<file path="config.mk">
export PLATFORM = sky130hd
export DESIGN_NAME = fetch_ctrl_flat
export DESIGN_NICKNAME = d
export VERILOG_FILES = /design/src/rtl/fetch_ctrl_if.sv /design/src/rtl/fetch_ctrl.sv /design/src/flat_wrapper.sv
export SDC_FILE = /design/constraint.sdc
export NUM_CORES = 1
export LEC_CHECK = 0
export CORE_AREA = 5 5 138 140
export CTS_CLUSTER_DIAMETER = 30
export DETAILED_ROUTE_END_ITERATION = 8
export DIE_AREA = 0 0 143 145
export PLACE_DENSITY = 0.65
export SLEW_MARGIN = 20
export SYNTH_ARGS = -nofsm -noshare
export SYNTH_HDL_FRONTEND = slang
export SYNTH_SLANG_ARGS = --single-unit
</file>
<file path="constraint.sdc">
create_clock -name Clk -period 9.7 [get_ports Clk]
set_clock_uncertainty 0.2 [all_clocks]
set_input_delay 2.425 -clock Clk [delete_from_list [all_inputs] [get_ports Clk]]
set_output_delay 2.425 -clock Clk [all_outputs]
set_load 0.02 [all_outputs]
</file>
<file path="src/rtl/fetch_ctrl_if.sv">
// Fetch controller bundle: instruction memory port, redirect/halt control, decode handshake.
// Latency: none, wires only.
// Backpressure: out_ready from decode stalls the fetch buffer head.
interface fetch_ctrl_if;
  logic [31:0] imem_addr;
  logic [31:0] imem_data;
  logic        redirect_valid;
  logic [31:0] redirect_pc;
  logic        halt_req;
  logic        out_valid;
  logic        out_ready;
  logic [31:0] out_instr;
  logic [31:0] out_pc;
  logic        halted;
  logic        misalign_err;

  // Fetch controller side.
  modport master (
    output imem_addr,
    input  imem_data,
    input  redirect_valid,
    input  redirect_pc,
    input  halt_req,
    output out_valid,
    input  out_ready,
    output out_instr,
    output out_pc,
    output halted,
    output misalign_err
  );

  // Environment side: memory, branch unit and decode.
  modport slave (
    input  imem_addr,
    output imem_data,
    output redirect_valid,
    output redirect_pc,
    output halt_req,
    input  out_valid,
    output out_ready,
    input  out_instr,
    input  out_pc,
    input  halted,
    input  misalign_err
  );
endinterface

</file>
<file path="src/rtl/fetch_ctrl.sv">
// Instruction fetch controller: PC register, 2-entry {pc,instr} buffer, RUN/HALT FSM.
// Latency: 1 cycle from fetch edge to out_valid; redirect costs one flush cycle.
// Backpressure: out_ready=0 holds the head; fetch stalls once the buffer holds 2 entries.
module fetch_ctrl #(
  parameter logic [31:0] RESET_PC = 32'h0000_0000,
  parameter logic [31:0] TRAP_VEC = 32'h0000_0100
) (
  input  logic          Clk,
  input  logic          reset,
  fetch_ctrl_if.master  bus
);

  typedef enum logic {RUN, HALT} state_t;

  state_t      state_q, state_d;
  logic [31:0] pc_q;
  logic [31:0] buf_pc    [2];
  logic [31:0] buf_instr [2];
  logic        rd_ptr, wr_ptr;
  logic [1:0]  count;
  logic        misalign_q;

  logic        out_valid;
  logic        pop;
  logic        fetch;
  logic        redirect_bad;

  // Redirect hides the buffer in the flush cycle so stale entries never reach decode.
  assign out_valid = (count != 2'd0) && !bus.redirect_valid;

  assign bus.imem_addr    = pc_q;
  assign bus.out_valid    = out_valid;
  assign bus.out_pc       = buf_pc[rd_ptr];
  assign bus.out_instr    = buf_instr[rd_ptr];
  assign bus.halted       = (state_q == HALT) && (count == 2'd0);
  assign bus.misalign_err = misalign_q;

  // Next state plus per-cycle fetch/pop decisions.
  always_comb begin
    state_d      = state_q;
    pop          = 1'b0;
    fetch        = 1'b0;
    redirect_bad = 1'b0;
    unique case (state_q)
      RUN:  if (bus.halt_req)  state_d = HALT;
      HALT: if (!bus.halt_req) state_d = RUN;
    endcase
    pop          = out_valid && bus.out_ready;
    // A full buffer may still fetch when the head leaves in the same cycle.
    fetch        = (state_q == RUN) && !bus.halt_req && !bus.redirect_valid &&
                   ((count != 2'd2) || pop);
    redirect_bad = bus.redirect_valid && (bus.redirect_pc[1:0] != 2'b00);
  end

  // FSM state register.
  always_ff @(posedge Clk) begin
    if (!reset) state_q <= RUN;
    else        state_q <= state_d;
  end

  // Fetch PC: redirect wins over sequential advance; misaligned targets go to the trap vector.
  always_ff @(posedge Clk) begin
    if (!reset) begin
      pc_q <= RESET_PC;
    end else if (bus.redirect_valid) begin
      pc_q <= redirect_bad ? TRAP_VEC : bus.redirect_pc;
    end else if (fetch) begin
      pc_q <= pc_q + 32'd4;
    end
  end

  // Buffer pointers and occupancy; redirect flushes everything.
  always_ff @(posedge Clk) begin
    if (!reset || bus.redirect_valid) begin
      rd_ptr <= 1'b0;
      wr_ptr <= 1'b0;
      count  <= 2'd0;
    end else begin
      if (fetch) wr_ptr <= ~wr_ptr;
      if (pop)   rd_ptr <= ~rd_ptr;
      if (fetch && !pop)      count <= count + 2'd1;
      else if (!fetch && pop) count <= count - 2'd1;
    end
  end

  // Buffer storage; contents are only meaningful below count, so no reset needed.
  always_ff @(posedge Clk) begin
    if (fetch) begin
      buf_pc[wr_ptr]    <= pc_q;
      buf_instr[wr_ptr] <= bus.imem_data;
    end
  end

  // One-cycle registered pulse for a misaligned redirect target.
  always_ff @(posedge Clk) begin
    if (!reset) misalign_q <= 1'b0;
    else        misalign_q <= redirect_bad;
  end

endmodule

</file>
<file path="src/flat_wrapper.sv">
// flat-port wrapper written by rule: the top's interface ports become plain ports
module fetch_ctrl_flat 
#(
  parameter logic [31:0] RESET_PC = 32'h0000_0000,
  parameter logic [31:0] TRAP_VEC = 32'h0000_0100
)
  (Clk, reset, bus_imem_addr, bus_imem_data, bus_redirect_valid, bus_redirect_pc, bus_halt_req, bus_out_valid, bus_out_ready, bus_out_instr, bus_out_pc, bus_halted, bus_misalign_err);
  fetch_ctrl_if bus_i ();
  input  logic Clk;
  input  logic reset;
  output wire logic [$bits(bus_i.imem_addr)-1:0] bus_imem_addr;
  input wire logic [$bits(bus_i.imem_data)-1:0] bus_imem_data;
  input wire logic [$bits(bus_i.redirect_valid)-1:0] bus_redirect_valid;
  input wire logic [$bits(bus_i.redirect_pc)-1:0] bus_redirect_pc;
  input wire logic [$bits(bus_i.halt_req)-1:0] bus_halt_req;
  output wire logic [$bits(bus_i.out_valid)-1:0] bus_out_valid;
  input wire logic [$bits(bus_i.out_ready)-1:0] bus_out_ready;
  output wire logic [$bits(bus_i.out_instr)-1:0] bus_out_instr;
  output wire logic [$bits(bus_i.out_pc)-1:0] bus_out_pc;
  output wire logic [$bits(bus_i.halted)-1:0] bus_halted;
  output wire logic [$bits(bus_i.misalign_err)-1:0] bus_misalign_err;
  assign bus_imem_addr = bus_i.imem_addr;
  assign bus_i.imem_data = bus_imem_data;
  assign bus_i.redirect_valid = bus_redirect_valid;
  assign bus_i.redirect_pc = bus_redirect_pc;
  assign bus_i.halt_req = bus_halt_req;
  assign bus_out_valid = bus_i.out_valid;
  assign bus_i.out_ready = bus_out_ready;
  assign bus_out_instr = bus_i.out_instr;
  assign bus_out_pc = bus_i.out_pc;
  assign bus_halted = bus_i.halted;
  assign bus_misalign_err = bus_i.misalign_err;
  fetch_ctrl #(.RESET_PC(RESET_PC), .TRAP_VEC(TRAP_VEC)) u_core (.Clk(Clk), .reset(reset), .bus(bus_i));
endmodule
</file>
==> results of run 1 <==
-- routing by layer --
metal / GRT usage (%) / share of wire [%] / routed length [um] / vias up
met5: 0 / 0 / 0 / -
met2: 26.3 / 48 / 8100 / 199
met3: 4.31 / 6.6 / 1110 / 26
met4: 5.80 / 1.9 / 312 / 0
met1: 20.8 / 43 / 7290 / 2262
li1: - / - / - / 2160
-- where the power goes --
group	total [mW]	internal (mW)	switching (mW)
sequential	0.799	0.787	0.0124
clock	0.614	0.351	0.263
combinational	0.135	0.0695	0.0651
total	1.55	1.21	0.341
-- registers in the layout, summed over array words and instances, names as in the netlist, named ones only --
register	cells
u_core.buf_instr	64
u_core.buf_pc	64
u_core.bus.imem_addr	32
u_core.count	2
u_core.bus.misalign_err	1
u_core.rd_ptr	1
u_core.state_q	1
u_core.wr_ptr	1
-- worst register-to-register path, cell delays in order, from the launching register on --
cell and delay [ns]:
dfxtp_1 0.32, or2_2 0.28, nor2_1 0.76, and3_4 0.94
-- final timing paths --
kind	startpoint	endpoint	slack [ns]	cells after the start
hold / removal	u_core.rd_ptr	flip-flop	0.31	2
setup reg to reg	u_core.state_q	u_core.buf_pc[1][19]	6.76	3
setup / recovery	bus_redirect_valid	bus_out_valid	2.91	3
hold reg to reg	u_core.rd_ptr	flip-flop	0.31	2
-- cell usage after synthesis (all sizes together) (2+ instances only) --
cell    instances  share of area [%]
a22oi           2               0.22
and4            6               0.78
buf             5               0.41
nor4           10                1.1
a41o            2               0.31
xor2            6               0.78
nand4          13                1.2
a211oi          2               0.22
and3           12                1.1
ha              2               0.37
edfxtp        128                 57
nand3           9               0.85
o21ai          19                1.4
a21oi          22                1.6
a31oi           4               0.37
nand2          38                2.1
and2            4               0.37
nor2           20                1.1
a32o            3               0.44
clkbuf         17               0.94
nor3b           2               0.22
nor3            8               0.59
dfxtp          39                 12
o211a           2               0.30
inv             7               0.39
xnor2          11                1.4
mux2           64                 11
o211ai          3               0.33
-- stage by stage --
step | cells | hold WS (ns) | utilization [%] | total power, mW
2_1_floorplan | 475 | 0.272 | - | 0.873
3_3_place_gp | 853 | 0.292 | 49.0 | 0.947
3_5_place_dp | 853 | 0.300 | 49.0 | 0.950
4_1_cts | 885 | 0.317 | 52.0 | 1.56
5_1_grt | 885 | 0.337 | 52.0 | 1.60
6_report | 885 | 0.313 | 52.0 | 1.55
-- logic make-up (layout without fill, tap and decap cells) --
logic type	after synthesis	count (layout)	share of synthesized area, %
flops	167	167	68.4
xor+xnor	17	17	2.20
buf+inv	29	210	1.74
compound gates	69	69	6.48
mux	65	65	10.8
fa+ha+maj	2	2	0.370
simple gates	126	126	9.99
-- cell type report --
type,count,share of cell area [%]
clock buffer,24,5.28
clock inverter,8,0.543
inverter,7,0.285
multi-input combinational,279,22.1
sequential,167,50.2
tap,229,3.11
timing repair buffer,171,18.5
==> flow_metrics.env, run 1 <==
export IMPL_layout_min_cycle_time_ns=6.79
export IMPL_fp_coreArea_sq_um=17700
export IMPL_placement_rows=49
export IMPL_cp_common_cell="clkdlybuf4s50_1"
export IMPL_cts_reportedPaths_clkPinSlew_ns=0.06
export IMPL_finalHoldViolCount=0
export IMPL_path_delay_family="buffers and inverters"
export IMPL_timing_max_cap_violations=0
export IMPL_routed_wirelength_um=16800
export IMPL_layout_drive_gt1_share_pct=16.5
export IMPL_stdcell_area_sq_um=9210
export IMPL_postSynthRegisterBits=167
export IMPL_max_clock_path_buffers=2
export IMPL_synth_enable_flop_cells=128
export IMPL_grt_setup_unrepaired="false"
export IMPL_grt_overflow=0
export IMPL_synthesis_instances=475
export IMPL_first_global_vias=4824
export IMPL_hp_class="reg2reg"
export IMPL_power_density_cells_nw_per_um2=168
export IMPL_root_buffer="clkbuf_16"
export IMPL_crit_type="in2out"
export IMPL_drt_first_pass_iters=5
export IMPL_ctsResizeCount=0
export IMPL_die_width_um=143
export IMPL_place_gp_congestion=0.823
export IMPL_global_route_usage_total_pct=16.2
export IMPL_layout_filler_cells=1507
export IMPL_instance_area_after_placement_sq_um=8680
export IMPL_critPathMaxStageDelay_ns=0.78
export IMPL_crit_chain="clkdlybuf4s50_1 > nor2_1 > clkdlybuf4s50_1"
export IMPL_yosys_cell_types_count=50
export IMPL_drcViolationCount=0
export IMPL_cp_max_fo=19
export IMPL_synth_warning_count=0
export IMPL_chipHeight_um=145
export IMPL_main_synth_ff_type="edfxtp_1"
export IMPL_cts_buffers_inserted=17
export IMPL_htreeDepth=4
export IMPL_diodes=0
export IMPL_timing_worst_slew_pin_value_ns=0.974
export IMPL_via_count=4647
export IMPL_floorplan_initialDensity_pct=38.2
export IMPL_antenna_found_initial=0
export IMPL_leakage_power_of_the_design_nw=3.05
export IMPL_cp_end_kind="output port"
export IMPL_detail_route_wl_per_cell_um=19.0
export IMPL_most_common_layout_cells="167 x clkdlybuf4s50_1, 128 x edfxtp_1, 64 x mux2_2"
export IMPL_layout_cells_most_common="clkdlybuf4s50_1"
export IMPL_cell_area_after_technology_mapping_sq_um=6760
export IMPL_vias_per_cell=5.25
export IMPL_worst_slew_margin_rel_pct=34.8
export IMPL_cp_data_required_time_ns=7.08
export IMPL_sequential_cell_area_sq_um=4630
export IMPL_pin_count=168
export IMPL_insertion_delay_ns=0.42
export IMPL_antenna_violating_nets_remaining=0
export IMPL_max_freq_mhz=147
export IMPL_timing_critical_path_slowest_stage_cell="clkdlybuf4s50_1"
export IMPL_grt_pass1_wl_um=26000
export IMPL_timing_final_max_slew_violations=0
export IMPL_post_route_worst_setup_slack_ns=2.91
export IMPL_hpwl_after_dpl_um=11200
export IMPL_layout_overhead_on_the_synthesized_area_pct=36.3
export IMPL_violation_count_after_the_first_detailed_routing_iteration=333
export IMPL_layout_nets=714
export IMPL_die_area_sq_um=20700
export IMPL_cts_tree="built"
export IMPL_arrival_worst_endpoint_ns=4.16
export IMPL_grt_max_degree=65
export IMPL_multi_input_comb_area_sq_um=2030
export IMPL_cp_start_kind="primary input"
export IMPL_postSynth_asyncResetShare_pct=0
export IMPL_synthesized_area_divided_by_synthesized_cell_count_sq_um=14.2
export IMPL_fraction_of_the_cycle_the_final_worst_path_needs_pct=70.0
export IMPL_timing_critical_path_buf_inv=2
export IMPL_minimum_setup_slack_after_placement_ns=2.94
export IMPL_postCtsHoldBufs=0
export IMPL_cts_sinks=167
export IMPL_net_count_after_synthesis=546
export IMPL_run_status="complete, no violations"
export IMPL_setup_viol_count_final=0
export IMPL_tns_ns=0
export IMPL_max_vdd_drop_uv=112
export IMPL_ys_seq_area_share_pct=68.4
export IMPL_post_cts_setup_buffer_count=0
export IMPL_port_buffers=167
Power figures use the tool's default switching activity.
==> inputs of run 2 (changes only) <==
==> constraint.sdc (replaced) <==
create_clock -name Clk -period 6.3 [get_ports Clk]
set_clock_uncertainty 0.2 [all_clocks]
set_input_delay 1.575 -clock Clk [delete_from_list [all_inputs] [get_ports Clk]]
set_output_delay 1.575 -clock Clk [all_outputs]
set_load 0.02 [all_outputs]
==> flow_metrics.env, run 2 (synthesis gave the netlist of run 1 again) <==
export IMPL_post_cts_setup_buffer_count=0
export IMPL_fraction_of_the_cycle_the_final_worst_path_needs_pct=81.3
export IMPL_cts_tree="built"
export IMPL_antenna_violating_nets_remaining=0
export IMPL_grt_max_degree=65
export IMPL_layout_min_cycle_time_ns=5.12
export IMPL_layout_cells_most_common="clkdlybuf4s50_1"
export IMPL_crit_type="in2out"
export IMPL_die_area_sq_um=20700
export IMPL_setup_viol_count_final=0
export IMPL_leakage_power_of_the_design_nw=3.08
export IMPL_die_width_um=143
export IMPL_cp_end_kind="output port"
export IMPL_vias_per_cell=5.20
export IMPL_worst_hold_startpoint="u_core.count[1]"
export IMPL_arrival_worst_endpoint_ns=3.35
export IMPL_cts_sinks=167
export IMPL_insertion_delay_ns=0.43
export IMPL_drt_first_pass_iters=5
export IMPL_cp_start_kind="primary input"
export IMPL_worst_slew_margin_rel_pct=35.3
export IMPL_place_gp_congestion=0.825
export IMPL_antenna_found_initial=0
export IMPL_timing_hold_ws_ns=0.313
export IMPL_detail_route_wl_per_cell_um=19.1
export IMPL_max_freq_mhz=195
export IMPL_run_status="complete, no violations"
export IMPL_layout_filler_cells=1517
export IMPL_power_density_cells_nw_per_um2=270
export IMPL_worst_setup_path_startpoint="bus_redirect_valid"
export IMPL_timing_max_cap_violations=0
export IMPL_postCtsHoldBufs=0
export IMPL_grt_pass1_wl_um=26500
export IMPL_via_count=4600
export IMPL_chipHeight_um=145
export IMPL_cts_buffers_inserted=17
export IMPL_timing_worst_slew_pin_value_ns=0.968
export IMPL_max_clock_path_buffers=2
export IMPL_fp_coreArea_sq_um=17700
export IMPL_drcViolationCount=0
export IMPL_cp_data_required_time_ns=4.53
export IMPL_floorplan_initialDensity_pct=38.2
export IMPL_grt_setup_unrepaired="false"
export IMPL_cp_max_fo=19
export IMPL_layout_overhead_on_the_synthesized_area_pct=37.5
export IMPL_htreeDepth=4
export IMPL_hp_class="reg2reg"
export IMPL_grt_overflow=0
export IMPL_timing_critical_path_slowest_stage_cell="clkdlybuf4s50_1"
export IMPL_layout_nets=714
export IMPL_diodes=0
export IMPL_max_vdd_drop_uv=198
export IMPL_post_route_worst_setup_slack_ns=1.18
export IMPL_hpwl_after_dpl_um=11400
export IMPL_placement_rows=49
export IMPL_global_route_usage_total_pct=16.5
export IMPL_tns_ns=0
export IMPL_port_buffers=167
export IMPL_crit_chain="clkdlybuf4s50_1 > nor2_1 > clkdlybuf4s50_1"
export IMPL_violation_count_after_the_first_detailed_routing_iteration=340
export IMPL_critPathMaxStageDelay_ns=0.82
export IMPL_most_common_layout_cells="167 x clkdlybuf4s50_1, 128 x edfxtp_1, 64 x mux2_2"
export IMPL_layout_drive_gt1_share_pct=17.1
export IMPL_cp_common_cell="clkdlybuf4s50_1"
export IMPL_timing_final_max_slew_violations=0
export IMPL_finalHoldViolCount=0
export IMPL_first_global_vias=4739
export IMPL_cts_reportedPaths_clkPinSlew_ns=0.07
export IMPL_ctsResizeCount=0
export IMPL_timing_rr_start="u_core.count[0]"
export IMPL_minimum_setup_slack_after_placement_ns=1.22
export IMPL_routed_wirelength_um=16900
export IMPL_root_buffer="clkbuf_16"
export IMPL_pin_count=168
## run 2: path summary, 6_finish.rpt
path                            slack [ns]  cells after the start                    to
worst max register to register        3.28                      4  u_core.buf_pc[0][15]
worst max-delay path                  1.18                      3         bus_out_valid
worst min-delay path                  0.31                      2       u_core.count[1]
worst min register to register        0.31                      2       u_core.count[1]
## run 2: report_power, final
group	switching, mW	internal [mW]	leakage [nW]
combinational	0.100	0.107	1.31
sequential	0.0194	1.21	1.48
clock	0.444	0.633	0.293
total	0.563	1.95	3.08
## run 2: layer usage
metal | up-vias | GRT usage, % | routed length, um
met3 | 23 | 4.94 | 1260
met5 | - | 0 | 0
met1 | 2223 | 21.9 | 7240
met4 | 0 | 4.99 | 304
met2 | 194 | 26.0 | 8090
li1 | 2160 | - | -
## run 2: worst max-delay path: cells and delay by family
kind          cells  cell delay, ns
buf+inv           2            1.46
simple gates      1            0.30
## run 2: final cells by class
class	count	area, sq um	area share (%)
Multi-Input combinational cell	279	2040	21.9
Clock inverter	15	190	2.05
Tap cell	229	287	3.08
Clock buffer	17	425	4.58
Inverter	7	26.3	0.283
Timing Repair Buffer	171	1700	18.3
Sequential cell	167	4630	49.8
## run 2: stage by stage
stage	power (mW)	utilization [%]	instances	area, sq um
2_1_floorplan	1.34	-	475	6770
3_3_place_gp	1.46	49.0	853	8680
3_5_place_dp	1.46	49.0	853	8680
4_1_cts	2.54	52.5	885	9300
5_1_grt	2.60	52.5	885	9300
6_report	2.51	52.5	885	9300
==> inputs of run 3 (changes only) <==
--- a/config.mk
+++ b/config.mk
@@ -9,7 +9,7 @@
 export CTS_CLUSTER_DIAMETER = 30
 export DETAILED_ROUTE_END_ITERATION = 8
 export DIE_AREA = 0 0 143 145
-export PLACE_DENSITY = 0.65
+export PLACE_DENSITY = 0.67
 export SLEW_MARGIN = 20
 export SYNTH_ARGS = -nofsm -noshare
 export SYNTH_HDL_FRONTEND = slang
==> constraint.sdc (replaced) <==
create_clock -name Clk -period 4.5 [get_ports Clk]
set_clock_uncertainty 0.2 [all_clocks]
set_input_delay 1.125 -clock Clk [delete_from_list [all_inputs] [get_ports Clk]]
set_output_delay 1.125 -clock Clk [all_outputs]
set_load 0.02 [all_outputs]
==> flow_metrics.env, run 3 (synthesis gave the netlist of run 1 again) <==
export IMPL_multi_input_comb_area_sq_um=2040
export IMPL_timing_rr_start="u_core.count[0]"
export IMPL_run_status="complete, no violations"
export IMPL_insertion_delay_ns=0.42
export IMPL_place_gp_congestion=0.850
export IMPL_hpwl_after_dpl_um=11600
export IMPL_cp_data_required_time_ns=3.17
export IMPL_layout_drive_gt1_share_pct=17.9
export IMPL_fraction_of_the_cycle_the_final_worst_path_needs_pct=82.9
export IMPL_grt_setup_unrepaired="false"
export IMPL_most_common_layout_cells="167 x clkdlybuf4s50_1, 128 x edfxtp_1, 64 x mux2_2"
export IMPL_power_density_cells_nw_per_um2=358
export IMPL_grt_overflow=0
export IMPL_vias_per_cell=5.18
export IMPL_violation_count_after_the_first_detailed_routing_iteration=353
export IMPL_max_clock_path_buffers=2
export IMPL_fp_coreArea_sq_um=17700
export IMPL_pin_count=168
export IMPL_cp_start_kind="flip-flop"
export IMPL_layout_min_cycle_time_ns=3.73
export IMPL_ctsResizeCount=0
export IMPL_htreeDepth=4
export IMPL_diodes=0
export IMPL_cts_sinks=167
export IMPL_worst_r2r_endpoint="u_core.count[1]"
export IMPL_hp_class="reg2reg"
export IMPL_antenna_found_initial=0
export IMPL_max_vdd_drop_uv=270
export IMPL_leakage_power_of_the_design_nw=3.09
export IMPL_die_width_um=143
export IMPL_worst_r2r_cell_count=6
export IMPL_worst_hold_startpoint="u_core.rd_ptr"
export IMPL_max_freq_mhz=268
export IMPL_cts_tree="built"
export IMPL_drcViolationCount=0
export IMPL_cp_max_fo=64
export IMPL_grt_max_degree=65
export IMPL_stdcell_area_sq_um=9270
export IMPL_timing_final_max_slew_violations=0
export IMPL_timing_critical_path_buf_inv=1
export IMPL_layout_cells_most_common="clkdlybuf4s50_1"
export IMPL_timing_worst_slew_pin_value_ns=0.922
export IMPL_root_buffer="clkbuf_16"
export IMPL_postCtsHoldBufs=0
export IMPL_crit_type="reg2out"
export IMPL_drt_first_pass_iters=5
export IMPL_via_count=4624
export IMPL_hold_depth=2
export IMPL_port_buffers=167
export IMPL_detail_route_wl_per_cell_um=18.8
export IMPL_layout_overhead_on_the_synthesized_area_pct=37.2
export IMPL_post_route_worst_setup_slack_ns=0.770
export IMPL_regToRegSetupSlack_ns=1.88
export IMPL_minimum_setup_slack_after_placement_ns=0.721
export IMPL_die_area_sq_um=20700
export IMPL_floorplan_initialDensity_pct=38.2
export IMPL_sequential_cell_area_sq_um=4630
export IMPL_layout_filler_cells=1502
export IMPL_worst_slew_margin_rel_pct=38.5
export IMPL_grt_pass1_wl_um=26500
export IMPL_global_route_usage_total_pct=16.5
export IMPL_cp_end_kind="output port"
export IMPL_arrival_worst_endpoint_ns=2.41
export IMPL_chipHeight_um=145
export IMPL_tns_ns=0
export IMPL_timing_critical_path_slowest_stage_cell="dfxtp_4"
export IMPL_antenna_violating_nets_remaining=0
export IMPL_cts_reportedPaths_clkPinSlew_ns=0.07
export IMPL_layout_nets=722
export IMPL_crit_chain="mux2_2 > clkdlybuf4s50_1"
export IMPL_path_delay_family="flip-flops"
export IMPL_setup_viol_count_final=0
export IMPL_timing_max_cap_violations=0
export IMPL_first_global_vias=4689
export IMPL_post_cts_setup_buffer_count=0
export IMPL_finalHoldViolCount=0
export IMPL_placement_rows=49
export IMPL_routed_wirelength_um=16800
export IMPL_critPathMaxStageDelay_ns=0.90
export IMPL_instance_area_after_placement_sq_um=8740
export IMPL_cts_buffers_inserted=17
-- run 3: cell types whose count changed in the layout (fill, tap and decap cells not counted), sizes merged --
cell	change
clkinvlp	-1
buf	+8
clkinv	+7
inv	-3
bufinv	-3
-- run 3: area by class of cell --
class                           count  share of cell area (%)
Tap cell                          229                    3.09
Multi-Input combinational cell    279                    22.0
Timing Repair Buffer              179                    19.0
Clock buffer                       17                    4.59
Sequential cell                   167                    49.9
Clock inverter                     15                    1.13
Inverter                            7                   0.283
-- run 3: metrics by stage --
stage | util (%) | power, mW | cells | hold slack [ns]
2_1_floorplan | - | 1.88 | 475 | 0.272
3_3_place_gp | 49.3 | 2.05 | 861 | 0.293
3_5_place_dp | 49.3 | 2.05 | 861 | 0.295
4_1_cts | 52.3 | 3.35 | 893 | 0.313
5_1_grt | 52.3 | 3.45 | 893 | 0.344
6_report | 52.3 | 3.32 | 893 | 0.309
-- run 3: how the worst max path moves through the flow --
stage	slack, ns	start	endpoint	cells after the start
2_1_floorplan	0.50	bus_halt_req	u_core.buf_instr[1][0]	4
3_3_place_gp	0.80	bus_out_ready	u_core.count[1]	7
3_5_place_dp	0.72	bus_out_ready	u_core.count[1]	7
4_1_cts	0.74	flip-flop	bus_out_pc[14]	2
5_1_grt	0.64	flip-flop	bus_out_pc[18]	2
6_report	0.77	flip-flop	bus_out_pc[18]	2
-- run 3: report_power, final --
group	switching [mW]	total (mW)	leakage (nW)	internal [mW]
sequential	0.0270	1.72	1.48	1.70
clock	0.599	1.30	0.261	0.705
combinational	0.142	0.295	1.35	0.153
total	0.767	3.32	3.09	2.55
-- run 3: worst min-delay path: cells and delay by family, from the launching register on --
| kind | cells | cell delay [ns] |
|---|---|---|
| AND/OR/NAND/NOR | 1 | 0.07 |
| flip-flops | 1 | 0.32 |
| XOR/XNOR | 1 | 0.08 |
-- run 3: per-layer routing --
layer	GRT usage, %	vias up	routed length (um)
li1	-	2184	-
met1	22.0	2217	7360
met2	26.6	197	7960
met3	4.11	26	1200
met4	4.90	0	259
met5	0	-	0
